===== config.mk =====
export PLATFORM = sky130hd
export DESIGN_NAME = load_store_unit_flat
export DESIGN_NICKNAME = d
export VERILOG_FILES = /design/src/rtl/load_store_unit_if.sv /design/src/rtl/load_store_unit.sv /design/src/flat_wrapper.sv
export SDC_FILE = /design/constraint.sdc
export NUM_CORES = 1
export LEC_CHECK = 0
export ABC_CLOCK_PERIOD_IN_PS = 2650
export CAP_MARGIN = 30
export CORE_ASPECT_RATIO = 1.4
export CORE_MARGIN = 1.5
export CORE_UTILIZATION = 46
export CTS_CLUSTER_DIAMETER = 80
export CTS_CLUSTER_SIZE = 30
export DETAILED_ROUTE_END_ITERATION = 10
export PLACE_DENSITY = 0.88
export SLEW_MARGIN = 20
export SYNTH_ARGS = -nofsm -noshare
export SYNTH_HDL_FRONTEND = slang
export SYNTH_SLANG_ARGS = --single-unit

===== constraint.sdc =====
create_clock -name clk -period 2.65 [get_ports clk]
set_clock_uncertainty 0.15 [all_clocks]
set_input_delay 0.53 -clock clk [delete_from_list [all_inputs] [get_ports clk]]
set_output_delay 0.53 -clock clk [all_outputs]
set_load 0.01 [all_outputs]

===== src/rtl/load_store_unit_if.sv =====
// load_store_unit_if: request/response and data-memory signals of the load/store unit
interface load_store_unit_if #(parameter int ADDR_WIDTH = 32);
  logic req_valid;
  logic req_ready;
  logic req_write;
  logic [1:0] req_size;
  logic req_signed;
  logic [ADDR_WIDTH-1:0] req_addr;
  logic [31:0] req_wdata;
  logic resp_valid;
  logic [31:0] resp_rdata;
  logic resp_error;
  logic mem_read_enable;
  logic mem_write_enable;
  logic [ADDR_WIDTH-1:0] mem_address;
  logic [31:0] mem_write_data;
  logic [31:0] mem_data;
  modport slave (
    input req_valid, req_write, req_size, req_signed, req_addr, req_wdata, mem_data,
    output req_ready, resp_valid, resp_rdata, resp_error,
           mem_read_enable, mem_write_enable, mem_address, mem_write_data
  );
  modport master (
    output req_valid, req_write, req_size, req_signed, req_addr, req_wdata, mem_data,
    input req_ready, resp_valid, resp_rdata, resp_error,
          mem_read_enable, mem_write_enable, mem_address, mem_write_data
  );
endinterface


===== src/rtl/load_store_unit.sv =====
// load_store_unit: MEM-stage sequencer for byte/half/word loads and stores on a word-organised memory
module load_store_unit #(
  parameter int ADDR_WIDTH = 32,
  parameter bit CHECK_ALIGN = 1'b1
) (
  input logic clk,
  input logic reset,
  load_store_unit_if.slave bus
);
  localparam logic [2:0] IDLE = 3'd0;
  localparam logic [2:0] LD_RD = 3'd1;
  localparam logic [2:0] LD_CAP = 3'd2;
  localparam logic [2:0] RMW_RD = 3'd3;
  localparam logic [2:0] RMW_CAP = 3'd4;
  localparam logic [2:0] ST_WR = 3'd5;
  localparam logic [2:0] ERR = 3'd6;
  logic [2:0] state;
  logic [2:0] state_nx;
  logic [ADDR_WIDTH-1:0] addr_q;
  logic [1:0] size_q;
  logic sgn_q;
  logic [31:0] wbuf;
  logic [31:0] rdata_q;
  logic err_q;
  logic valid_q;
  logic accept;
  logic is_word;
  logic is_half;
  logic misalign;
  logic [ADDR_WIDTH-1:0] addr_al;
  logic [4:0] sh;
  logic [31:0] lane;
  logic [31:0] ld_ext;
  logic [31:0] mask;
  logic [31:0] merged;
  logic rd;
  logic wr;
  assign accept = state == IDLE && bus.req_valid;
  assign is_word = bus.req_size[1];
  assign is_half = bus.req_size == 2'b01;
  assign misalign = CHECK_ALIGN && (is_word ? |bus.req_addr[1:0] : is_half & bus.req_addr[0]);
  assign addr_al = {bus.req_addr[ADDR_WIDTH-1:2],
                    is_word ? 2'b00 : {bus.req_addr[1], bus.req_addr[0] & ~is_half}};
  assign sh = {addr_q[1:0], 3'b000};
  assign lane = bus.mem_data >> sh;
  assign ld_ext = size_q[1] ? bus.mem_data :
                  size_q[0] ? {{16{sgn_q & lane[15]}}, lane[15:0]} :
                              {{24{sgn_q & lane[7]}}, lane[7:0]};
  assign mask = (size_q[0] ? 32'h0000_ffff : 32'h0000_00ff) << sh;
  assign merged = (bus.mem_data & ~mask) | ((wbuf << sh) & mask);
  assign rd = state == LD_RD || state == RMW_RD;
  assign wr = state == ST_WR;
  assign bus.req_ready = state == IDLE;
  assign bus.mem_read_enable = rd;
  assign bus.mem_write_enable = wr;
  assign bus.mem_address = (rd || wr) ? {addr_q[ADDR_WIDTH-1:2], 2'b00} : '0;
  assign bus.mem_write_data = wr ? wbuf : 32'd0;
  assign bus.resp_valid = valid_q;
  assign bus.resp_rdata = rdata_q;
  assign bus.resp_error = err_q;
  // next state: misaligned requests short-circuit to ERR, sub-word stores take the read-modify-write path
  always_comb begin
    state_nx = state == IDLE ? (bus.req_valid ? (misalign ? ERR :
                                                 !bus.req_write ? LD_RD :
                                                 is_word ? ST_WR : RMW_RD) : IDLE) :
               state == LD_RD ? LD_CAP :
               state == RMW_RD ? RMW_CAP :
               state == RMW_CAP ? ST_WR : IDLE;
  end
  // state, latched request, write buffer and held response registers
  always_ff @(posedge clk or negedge reset) begin
    if (!reset) begin
      state <= IDLE;
      addr_q <= '0;
      size_q <= 2'b00;
      sgn_q <= 1'b0;
      wbuf <= 32'd0;
      rdata_q <= 32'd0;
      err_q <= 1'b0;
      valid_q <= 1'b0;
    end else begin
      state <= state_nx;
      valid_q <= (accept && misalign) || state == LD_CAP || state == ST_WR;
      if (accept) begin
        addr_q <= addr_al;
        size_q <= is_word ? 2'b10 : bus.req_size;
        sgn_q <= bus.req_signed;
        wbuf <= bus.req_wdata;
      end
      if (state == RMW_CAP) wbuf <= merged;
      if (accept && misalign) begin
        rdata_q <= 32'd0;
        err_q <= 1'b1;
      end
      if (state == LD_CAP) begin
        rdata_q <= ld_ext;
        err_q <= 1'b0;
      end
      if (state == ST_WR) begin
        rdata_q <= 32'd0;
        err_q <= 1'b0;
      end
    end
  end
endmodule

===== src/flat_wrapper.sv =====
// flat-port wrapper written by rule: the top's interface ports become plain ports
module load_store_unit_flat 
#(
  parameter int ADDR_WIDTH = 32,
  parameter bit CHECK_ALIGN = 1'b1
)
  (clk, reset, bus_req_valid, bus_req_write, bus_req_size, bus_req_signed, bus_req_addr, bus_req_wdata, bus_mem_data, bus_req_ready, bus_resp_valid, bus_resp_rdata, bus_resp_error, bus_mem_read_enable, bus_mem_write_enable, bus_mem_address, bus_mem_write_data);
  load_store_unit_if #(.ADDR_WIDTH(ADDR_WIDTH)) bus_i ();
  input logic clk;
  input logic reset;
  input wire logic [$bits(bus_i.req_valid)-1:0] bus_req_valid;
  input wire logic [$bits(bus_i.req_write)-1:0] bus_req_write;
  input wire logic [$bits(bus_i.req_size)-1:0] bus_req_size;
  input wire logic [$bits(bus_i.req_signed)-1:0] bus_req_signed;
  input wire logic [$bits(bus_i.req_addr)-1:0] bus_req_addr;
  input wire logic [$bits(bus_i.req_wdata)-1:0] bus_req_wdata;
  input wire logic [$bits(bus_i.mem_data)-1:0] bus_mem_data;
  output wire logic [$bits(bus_i.req_ready)-1:0] bus_req_ready;
  output wire logic [$bits(bus_i.resp_valid)-1:0] bus_resp_valid;
  output wire logic [$bits(bus_i.resp_rdata)-1:0] bus_resp_rdata;
  output wire logic [$bits(bus_i.resp_error)-1:0] bus_resp_error;
  output wire logic [$bits(bus_i.mem_read_enable)-1:0] bus_mem_read_enable;
  output wire logic [$bits(bus_i.mem_write_enable)-1:0] bus_mem_write_enable;
  output wire logic [$bits(bus_i.mem_address)-1:0] bus_mem_address;
  output wire logic [$bits(bus_i.mem_write_data)-1:0] bus_mem_write_data;
  assign bus_i.req_valid = bus_req_valid;
  assign bus_i.req_write = bus_req_write;
  assign bus_i.req_size = bus_req_size;
  assign bus_i.req_signed = bus_req_signed;
  assign bus_i.req_addr = bus_req_addr;
  assign bus_i.req_wdata = bus_req_wdata;
  assign bus_i.mem_data = bus_mem_data;
  assign bus_req_ready = bus_i.req_ready;
  assign bus_resp_valid = bus_i.resp_valid;
  assign bus_resp_rdata = bus_i.resp_rdata;
  assign bus_resp_error = bus_i.resp_error;
  assign bus_mem_read_enable = bus_i.mem_read_enable;
  assign bus_mem_write_enable = bus_i.mem_write_enable;
  assign bus_mem_address = bus_i.mem_address;
  assign bus_mem_write_data = bus_i.mem_write_data;
  load_store_unit #(.ADDR_WIDTH(ADDR_WIDTH), .CHECK_ALIGN(CHECK_ALIGN)) u_core (.clk(clk), .reset(reset), .bus(bus_i));
endmodule

Yosys cells after proc, flatten, opt, wreduce, memory -nomap -nowiden
Index checks and enable logic that the tools add are counted.
Widths: inputs -> output; s select.
{ "op_classes": {"n_eq_ne": 6, "shift": 3, "muxes": 24, "bitwise_logic": 9, "n_reduce_logical": 10} }
{ "ops": {"columns": ["cell", "count"], "rows": [
  ["$mux 32", 9],
  ["$and 32x32->32", 2],
  ["$shl 32x5->32", 2],
  ["$not 32->32", 1],
  ["$or 32x32->32", 1],
  ["$shr 32x5->16", 1],
  ["$mux 3", 8],
  ["$mux 16", 1],
  ["$eq 3x2->1 const B", 2],
  ["$eq 3x3->1 const B", 2],
  ["$and 1x1->1", 4],
  ["$logic_or 1x1->1", 4],
  ["$mux 1", 4],
  ["$mux 2", 2],
  ["$eq 3x1->1 const B", 1],
  ["$logic_not 3->1", 1],
  ["$reduce_bool 3->1", 1],
  ["$eq 2x1->1 const B", 1],
  ["$logic_and 1x1->1", 2],
  ["$reduce_bool 2->1", 1],
  ["$reduce_or 2->1", 1],
  ["$not 1->1", 1]
]} }
{ "totals": {"reg_bits": 104, "inputBits": 103, "output_inout_bits": 101} }

Longest topological paths before layout
Gate-level depths: netlist of the first run.
{ "depth": {"ltp_word": 7, "mapped_depth": 7, "depth_no_buf": 5} }

Least setup slack after synthesis of the first run
No wires, ideal clock.
{ "synth_path": {"path_type": "input to register", "startpoint": "input port bus_req_valid", "endpoint": "register u_core.rdata_q[29] (netlist: u_core.bus.resp_rdata[29])", "setup_ns": 0.126, "t_arrival_ns": 1.855, "required_ns": 2.374, "slack_ns": 0.519, "cell_stages": 6, "path_cell_list": "or4b_1 buf_2 nor3_4 nor3_2 buf_6 a221o_1"} }
{ "synth_via": {"elab_chain_cells": 3} }
{ "synth_rtl": {"columns": ["item", "line", "source"], "rows": [
  ["start: declaration", "flat_wrapper.sv:11", "input wire logic [$bits(bus_i.req_valid)-1:0] bus_req_valid;"],
  ["$logic_and 1x1->1", "load_store_unit.sv:38", "assign accept = state == IDLE && bus.req_valid;"],
  ["$logic_and 1x1->1", "load_store_unit.sv:91", "if (accept && misalign) begin"],
  ["$reduce_bool 3->1 (no source line)", null, null],
  ["end signal: assignment", "load_store_unit.sv:96", "rdata_q <= ld_ext;"],
  ["end: declaration", "load_store_unit.sv:23", "logic [31:0] rdata_q;"]
]} }
Every way passes these cells.
A chain may end at the register's enable or synchronous reset.

Worst setup path in the final report of the first run
{ "layout_path": {"startpoint": "register u_core.state[1]", "endpoint": "output port bus_mem_write_data[2]"} }
{ "layout_via": {"elab_chain_cells": 2} }
{ "layout_rtl": {"columns": ["item", "line", "source"], "rows": [
  ["start: declaration", "load_store_unit.sv:17", "logic [2:0] state;"],
  ["start signal: assignment", "load_store_unit.sv:82", "state <= state_nx;"],
  ["$eq 3x3->1", "load_store_unit.sv:52", "assign wr = state == ST_WR;"],
  ["$mux 32", "load_store_unit.sv:57", "assign bus.mem_write_data = wr ? wbuf : 32'd0;"],
  ["end: declaration", "flat_wrapper.sv:25", "output wire logic [$bits(bus_i.mem_write_data)-1:0] bus_mem_write_data;"]
]} }
Every way passes these cells.

==> results of run 1 <==
[cell families (layout without fill, tap and decap cells)]
kind of cell,Yosys count,in the layout,synth area share [%]
other,1,2,0.0646
buffers and inverters,74,274,5.26
multiplexers,27,27,5.07
flip-flops,104,104,44.9
AND/OR/NAND/NOR,287,290,23.3
AO/OA/AOI/OAI,171,171,21.5
[through the flow]
stage	setup slack, ns	area, µm²
4_1_cts	0.000495	8380
5_1_grt	-0.00949	8540
2_1_floorplan	0.519	5810
6_report	0.0464	8540
3_3_place_gp	-0.351	8000
3_5_place_dp	-0.282	8010
[worst max-delay path by stage]
stage                                   start                                     to  slack, ns  depth (start not counted)
CTS                 u_core.state[2]$_DFF_PN0_                    bus_mem_address[31]     0.0005                          4
finish              u_core.state[1]$_DFF_PN0_                  bus_mem_write_data[2]       0.05                          5
floorplan                       bus_req_valid  u_core.bus.resp_rdata[29]$_DFFE_PN0P_       0.52                          6
global route        u_core.state[1]$_DFF_PN0_                    bus_mem_address[11]     -0.009                          5
global placement              bus_req_size[1]  u_core.bus.resp_rdata[13]$_DFFE_PN0P_      -0.35                          6
detailed placement              bus_req_valid  u_core.bus.resp_rdata[19]$_DFFE_PN0P_      -0.28                          6
[cell usage in the layout, fill, tap and decap left out, drive strengths merged, types with 10 or more instances in the layout]
master         Yosys  final
clkdlybuf4s50      0    158
o21ai             33     33
a221o             16     16
dfrtp            104    104
o22a              16     16
clkbuf            40     11
nor2b             18     18
and2              64     64
nor2              23     23
o221ai            15     15
o211ai            10     10
a31oi             16     16
buf               15     38
nand2            166    166
dlymetal6s2s       0     33
a22oi             16     16
a21oi             20     20
mux2i             17     17
inv               19     20
[critical path, stage by stage (launching register included)]
cell,delay (ns)
dfrtp_1,0.39
inv_1,0.08
and3_4,0.26
buf_4,0.17
and2_1,0.14
clkdlybuf4s50_1,0.54
[area by class of cell]
class                           instances  area (µm²)  area share (%)
Multi-Input combinational cell        490        2950            34.5
Sequential cell                       104        2600            30.5
Timing Repair Buffer                  239        2410            28.2
Clock buffer                           10         229            2.68
Tap cell                              150         188            2.20
Clock inverter                          6        91.3            1.07
Inverter                               19        71.3           0.835
[metal layers]
metal,routed length (µm),share of wire (%)
met2,9660,50
met3,1560,8.0
met1,7070,36
met5,0,0
met4,1120,5.7
[synthesized netlist by cell type]
master	number
nand2_1	166
dfrtp_1	104
and2_1	64
clkbuf_1	40
o21ai_0	33
nor2_1	23
a21oi_1	20
inv_1	18
nor2b_1	18
mux2i_1	17
a221o_1	16
a22oi_1	16
a31oi_1	16
o22a_1	16
o221ai_1	15
o211ai_1	10
mux2_2	9
o211a_1	9
a211oi_1	8
o2bb2ai_1	8
buf_1	7
buf_2	4
buf_4	2
buf_6	2
nand3_1	2
nand3b_1	2
nor3_1	2
nor3_2	2
a21o_1	1
a22o_1	1
a2bb2oi_1	1
and3_1	1
conb_1	1
inv_2	1
mux4_2	1
nand4_1	1
nor3_4	1
nor3b_1	1
nor3b_2	1
o21a_1	1
or2_2	1
or3b_2	1
or4b_1	1
[power by group through the flow]
stage / clock (mW) / sequential, mW / combinational, mW
after global routing: 1.50 / 3.04 / 5.10
after detailed placement: 0 / 2.95 / 4.47
final: 1.44 / 2.96 / 4.66
after floorplan: 0 / 2.80 / 2.73
after CTS: 1.45 / 2.94 / 4.59
after global placement: 0 / 2.92 / 4.35
[timing repair]
item | in CTS | in global routing
pin swaps | 1 | 4
setup buffers | 1 | 6
cloned | 3 | 1
resized for setup | 21 | 33
setup endpoints to repair | 59 | 65
==> flow_metrics.tcl, run 1 <==
set metrics [dict create \
    insertion_delay_ns 0.35 \
    yosysTopAreaCell "dfrtp_1" \
    netlist_area_um2 5800 \
    final_util_pct 69.3 \
    use_met1_pct 34.2 \
    cp-start-kind "flip-flop" \
    max_freq_mhz 384 \
    cp.arrival_ns 1.92 \
    drt_iter0_drc 528 \
    dp_hpwl_um 13900 \
    via_per_inst 5.77 \
    slew_headroom_pct 51.9 \
    cts_buffer_depth 2 \
    core-area_um2 12300 \
    ir_drop_v 0.000869 \
    grt-busiest-layer "met2" \
    finalHoldViolations 0 \
    wire_per_inst_um 19.1 \
    cap_violations 0 \
    status "completed" \
    finalCriticalPeriod_ns 2.60 \
    synthDominantCellAreaShare_pct 44.9 \
    gp_congestion 0.939 \
    power_frac_comb_pct 51.4 \
    swShare_pct 40.4 \
    setup_viol 0 \
    post_route_cells_drive_above_1_share_pct 9.22 \
    ios 204 \
    nNetsFinal 966 \
    wl_um 19400 \
    fp-row-count 48 \
    cts_max_level 3 \
    r2r_cells 6 \
    yosysWarnings 0 \
    fin_hold_ws_ns 0.0550 \
    antenna_found_initial 0 \
    grt_pass1_vias 5782 \
    required_ns 1.97 \
    crit_type "flip-flop to output port" \
    die_w_um 97.9 \
    path_max_fanout 7 \
    tns_ns 0 \
    synth_area_leaders "dfrtp_1, nand2_1, and2_1" \
    end_kind "output port" \
    port_buffers 201 \
    dp.cells 990 \
    synthDistinctLibCells 43 \
    met3_usage_pct 6.07 \
    ys_seq_area_share_pct 44.9 \
    clkPwrFrac_pct 15.9 \
    die_area_um2 13300 \
    drv_slew 0 \
    r2r_setup_slack_ns 0.09 \
    power_leakage_nw 4.39 \
    fillers 929 \
    root_buffer "clkbuf_16" \
    diodes 0 \
    regToRegEndpoint "u_core.bus.resp_rdata[23]$_DFFE_PN0P_" \
    cts-hold-fix-buffers 0 \
    gr-usage-all-layers_pct 29.1 \
    drc 0 \
    met2_usage_pct 49.2 \
    cts_buffers 9 \
    period_share_pct 98.2 \
    hp-class "input pin to asynchronous set/reset pin" \
    p_total_mw 9.06 \
    powerDensity_nw_per_um2 1060 \
    cts.clk_slew.worst_paths_ns 0.07 \
    grt_first_pass_wirelength_um 30100 \
    die_h_um 136 \
    antenna_left 0 \
    clock-sinks 104 \
    seqPwrFrac_pct 32.7 \
    finalNonFillerCells 1018 \
    grt_overflow 0 \
    rr_startpoint "u_core.state[2]$_DFF_PN0_" \
    cts_tree "built" \
    switchingPower_mw 3.66 \
    drtPass1Iterations 6 \
    ys_ff_latch 104 \
    initial_core_util_pct 47.1 \
    grt_max_degree 66 \
    areaGrowthSynthToFinish_pct 47.1 \
    num_vias 5871 \
    p_int_mw 5.40 \
    tightest_slew_ns 0.721 \
    synth_cells 664 \
    syn_avg_cell_area_um2 8.74 \
]
Note: power is estimated with default switching activity, not from simulation.
==> run 2: changes to the inputs <==
SLEW_MARGIN = default   (was 20)
==> run 2 against run 1 <==
Effect of this change: first-iteration DRC count shrank 6.1%; clock power hardly changed; combinational power fell by 2%; fmax shrank 0.94%.
==> flow_metrics.tcl, run 2 (same netlist as run 1, synthesis figures left out) <==
set metrics [dict create \
    root_buffer "clkbuf_16" \
    insertion_delay_ns 0.35 \
    crit_buf_inv 1 \
    seqPwrFrac_pct 33.1 \
    finalHoldViolations 0 \
    post_route_cells_drive_above_1_share_pct 8.37 \
    cts-hold-fix-buffers 0 \
    period_share_pct 99.2 \
    cts.clk_slew.worst_paths_ns 0.07 \
    swShare_pct 40.5 \
    path_max_fanout 7 \
    crit_chain "nor2b_2, or2_4, and2_1, clkdlybuf4s50_1" \
    cts_buffers 9 \
    core-area_um2 12300 \
    slew_headroom_pct 33.0 \
    dp_slack_ns -0.218 \
    clkPwrFrac_pct 16.0 \
    status "completed" \
    antenna_left 0 \
    drtPass1Iterations 5 \
    layout_common_cells "nand2_1, clkdlybuf4s50_1, dfrtp_1" \
    diodes 0 \
    die_area_um2 13300 \
    drv_slew 0 \
    num_vias 5864 \
    grt_max_degree 66 \
    die_w_um 97.9 \
    drt_iter0_drc 496 \
    grt_overflow 0 \
    wl_um 19100 \
    tns_ns 0 \
    fp-row-count 48 \
    cts_buffer_depth 2 \
    initial_core_util_pct 47.1 \
    wire_per_inst_um 19.0 \
    ir_drop_v 0.000894 \
    p_total_mw 8.96 \
    grt_first_pass_wirelength_um 29600 \
    cp-start-kind "flip-flop" \
    setup_viol 0 \
    finalWorstSetupSlack_ns 0.0217 \
    cpMaxStageDelayCell "clkdlybuf4s50_1" \
    nNetsFinal 958 \
    antenna_found_initial 0 \
    mostFrequentLayoutCell "nand2_1" \
    cap_violations 0 \
    power_frac_comb_pct 50.9 \
    port_buffers 201 \
    gr-usage-all-layers_pct 28.5 \
    max_freq_mhz 380 \
    areaGrowthSynthToFinish_pct 46.2 \
    dp_hpwl_um 13800 \
    power_leakage_nw 4.45 \
    hp-class "input pin to asynchronous set/reset pin" \
    switchingPower_mw 3.63 \
    cp.arrival_ns 1.95 \
    die_h_um 136 \
    r2r_cells 6 \
    cts_max_level 3 \
    clock-sinks 104 \
    end_kind "output port" \
    path_delay_family "simple AND/OR/NAND/NOR gates" \
    powerDensity_nw_per_um2 1060 \
    cp.depth 4 \
    required_ns 1.97 \
    tightest_slew_ns 1.00 \
    grt_pass1_vias 5699 \
    rsz0062_at_grt "yes" \
    ios 204 \
    crit_type "flip-flop to output port" \
    p_int_mw 5.33 \
    gp_congestion 0.939 \
    slowest_delay_ns 0.54 \
    via_per_inst 5.81 \
    fillers 945 \
    cts_tree "built" \
    finalCriticalPeriod_ns 2.63 \
    drc 0 \
]
## run 2: worst paths after layout
check | start | end | slack, ns
setup / recovery | u_core.state[2]$_DFF_PN0_ | bus_mem_address[11] | 0.02
hold / removal | reset | asynchronous set/reset pin | 0.05
setup reg to reg | u_core.state[2]$_DFF_PN0_ | u_core.bus.resp_rdata[17]$_DFFE_PN0P_ | 0.11
hold reg to reg | u_core.addr_q[9]$_DFFE_PN0P_ | u_core.addr_q[9]$_DFFE_PN0P_ | 0.32
min in group clk | u_core.addr_q[9]$_DFFE_PN0P_ | u_core.addr_q[9]$_DFFE_PN0P_ | 0.32
max in group asynchronous | reset | u_core.bus.resp_error$_DFFE_PN0P_ | 1.56
## run 2: final cells by class
type | count | area (µm²) | share of cell area [%]
Multi-Input combinational cell | 489 | 2930 | 34.6
Sequential cell | 104 | 2600 | 30.7
Timing Repair Buffer | 232 | 2360 | 27.9
Clock buffer | 10 | 229 | 2.70
Tap cell | 150 | 188 | 2.21
Clock inverter | 6 | 91.3 | 1.08
Inverter | 19 | 71.3 | 0.841
## run 2: repair_timing
item	CTS	global route
pin swaps	1	2
cloned	1	1
gates resized for setup	14	41
buffers inserted	2	0
endpoints found under the setup margin	59	40
## run 2: power groups by stage
stage / clock network (mW) / registers, mW / logic [mW]
3_5_place_dp: 0 / 2.95 / 4.48
2_1_floorplan: 0 / 2.80 / 2.73
6_report: 1.43 / 2.97 / 4.56
5_1_grt: 1.51 / 3.03 / 4.98
4_1_cts: 1.44 / 2.94 / 4.57
3_3_place_gp: 0 / 2.92 / 4.35
## run 2: layer usage
layer,track usage [%],share of wire [%]
met5,0,0
met4,16.4,5.8
met3,6.12,7.8
met2,48.3,49
met1,33.2,37
## run 2: metrics by stage
step                      hold slack [ns]  area, µm²  util (%)  std cells
after floorplan                    0.0844       5810         -        665
after global placement              0.298       8000      65.0        989
after detailed placement            0.304       8010      65.1        990
after CTS                          0.0703       8370      68.0       1009
after global routing               0.0958       8480      68.9       1010
final                              0.0470       8480      68.9       1010
==> run 3: changes to the inputs <==
ABC_CLOCK_PERIOD_IN_PS = 2800   (was 2650)
clock period = 2.8 ns   (was 2.65 ns; I/O delays follow)
==> run 3 against run 2 <==
Effect of this change: die area stayed put; sequential share of layout area rose by 0.49 points; via count decreased by 0.94%; non-clock buffer count is 4 lower; clock power shrank 15%; register-to-register slack gained 0.12 ns; flip-flop and latch count stayed put; total power fell by 6.1%; global-route usage decreased by 0.57 points; combinational power down 4%; worst hold slack gained 0.029 ns; critical endpoint is now bus_mem_write_data[8]; largest power group unchanged; highest routed layer unchanged.
==> flow_metrics.tcl, run 3 (same netlist as run 1, synthesis figures left out) <==
set metrics [dict create \
    status "completed" \
    slowest_delay_ns 0.55 \
    cts_buffers 9 \
    gp_congestion 0.915 \
    wire_per_inst_um 18.9 \
    wl_um 19000 \
    root_buffer "clkbuf_16" \
    nNetsFinal 955 \
    cts.clk_slew.worst_paths_ns 0.07 \
    p_total_mw 8.42 \
    grt_overflow 0 \
    drtPass1Iterations 9 \
    powerDensity_nw_per_um2 1010 \
    drv_slew 0 \
    areaGrowthSynthToFinish_pct 44.0 \
    cts-hold-fix-buffers 0 \
    mostFrequentLayoutCell "clkdlybuf4s50_1" \
    cts_max_level 3 \
    tightest_slew_ns 1.01 \
    swShare_pct 41.3 \
    path_delay_family "buffers and inverters" \
    cts_buffer_depth 2 \
    antenna_found_initial 0 \
    end_kind "output port" \
    cp-start-kind "flip-flop" \
    grt_pass1_vias 5631 \
    path_max_fanout 32 \
    fin_hold_ws_ns 0.0762 \
    die_h_um 136 \
    drt_iter0_drc 523 \
    power_leakage_nw 3.70 \
    grt_first_pass_wirelength_um 29200 \
    switchingPower_mw 3.47 \
    clock-sinks 104 \
    setup_viol 0 \
    tns_ns 0 \
    drc 0 \
    slew_headroom_pct 32.6 \
    crit_chain "inv_1, and3_4, buf_12, and2_1, clkdlybuf4s50_1" \
    crit_type "flip-flop to output port" \
    insertion_delay_ns 0.34 \
    cts_tree "built" \
    post_route_cells_drive_above_1_share_pct 8.40 \
    place_area_um2 7970 \
    cp.arrival_ns 2.05 \
    finalCriticalPeriod_ns 2.76 \
    dp_hpwl_um 13700 \
    die_area_um2 13300 \
    crit_buf_inv 3 \
    required_ns 2.09 \
    initial_core_util_pct 47.1 \
    ios 204 \
    dp.cells 982 \
    finalWorstSetupSlack_ns 0.0387 \
    core-area_um2 12300 \
    diodes 0 \
    p_int_mw 4.94 \
    port_buffers 201 \
    cap_violations 0 \
    postLayoutCellArea_um2 8350 \
    power_frac_comb_pct 52.1 \
    gr-usage-all-layers_pct 27.9 \
    seqPwrFrac_pct 33.3 \
    grt_max_degree 66 \
    finalHoldViolations 0 \
    dp_slack_ns -0.0987 \
    antenna_left 0 \
    num_vias 5809 \
    finalNonFillerCells 1007 \
    fp-row-count 48 \
    period_share_pct 98.6 \
    max_freq_mhz 362 \
    clkPwrFrac_pct 14.5 \
    hp-class "input pin to asynchronous set/reset pin" \
    final_util_pct 67.8 \
    cpMaxStageDelayCell "clkdlybuf4s50_1" \
    die_w_um 97.9 \
    ir_drop_v 0.000920 \
    via_per_inst 5.77 \
    layout_common_cells "clkdlybuf4s50_1, nand2_1, dfrtp_1" \
]
-- run 3: cell count changes in the layout (fill, tap and decap cells not counted), sizes merged --
cell / previous run / this run
dlymetal6s2s: 40 / 0
bufinv: 2 / 0
clkinv: 0 / 1
inv: 20 / 23
clkdlybuf4s50: 155 / 200
buf: 32 / 28
dlygate4sd2: 5 / 0
clkbuf: 10 / 9
or2: 3 / 4
clkinvlp: 3 / 2
-- run 3: worst paths after layout --
kind                       slack, ns  cells after the start                                     to                          start
max                             0.04                      5                  bus_mem_write_data[8]      u_core.state[1]$_DFF_PN0_
min                             0.08                      1           u_core.addr_q[8]$_DFFE_PN0P_                          reset
max reg2reg                     0.23                      6  u_core.bus.resp_rdata[23]$_DFFE_PN0P_      u_core.state[2]$_DFF_PN0_
min reg2reg                     0.32                      2          u_core.addr_q[29]$_DFFE_PN0P_  u_core.addr_q[29]$_DFFE_PN0P_
max in group asynchronous       1.71                      2          u_core.addr_q[12]$_DFFE_PN0P_                          reset
min in group clk                0.32                      2          u_core.addr_q[29]$_DFFE_PN0P_  u_core.addr_q[29]$_DFFE_PN0P_
-- run 3: timing repair --
item | in CTS | in global routing
endpoints found under the setup margin | 59 | 47
setup buffers | 0 | 6
gates cloned | 1 | 2
gates resized for setup | 6 | 5
pin swaps | 1 | 2
-- run 3: per-layer routing --
metal / vias to the layer above / track usage, % / part of all wire (%) / wire (µm)
met3: 72 / 7.20 / 8.3 / 1580
met5: - / 0 / 0 / 0
met1: 2728 / 32.2 / 37 / 6950
li1: 2685 / - / - / -
met2: 324 / 46.8 / 50 / 9420
met4: 0 / 16.1 / 5.6 / 1060
-- run 3: final cells by class --
type,count,area (µm²)
fill,932,3960
multi-input combinational,490,2950
sequential,104,2610
timing repair buffer,228,2250
clock buffer,9,225
tap,150,188
inverter,19,71.3
clock inverter,7,63.8
-- run 3: power by group through the flow --
stage               Clock (mW)  Combinational [mW]  Sequential (mW)
CTS                       1.24                4.25             2.80
global placement             0                4.06             2.78
global route              1.30                4.78             2.86
detailed placement           0                4.19             2.81
finish                    1.22                4.39             2.81
floorplan                    0                2.58             2.65
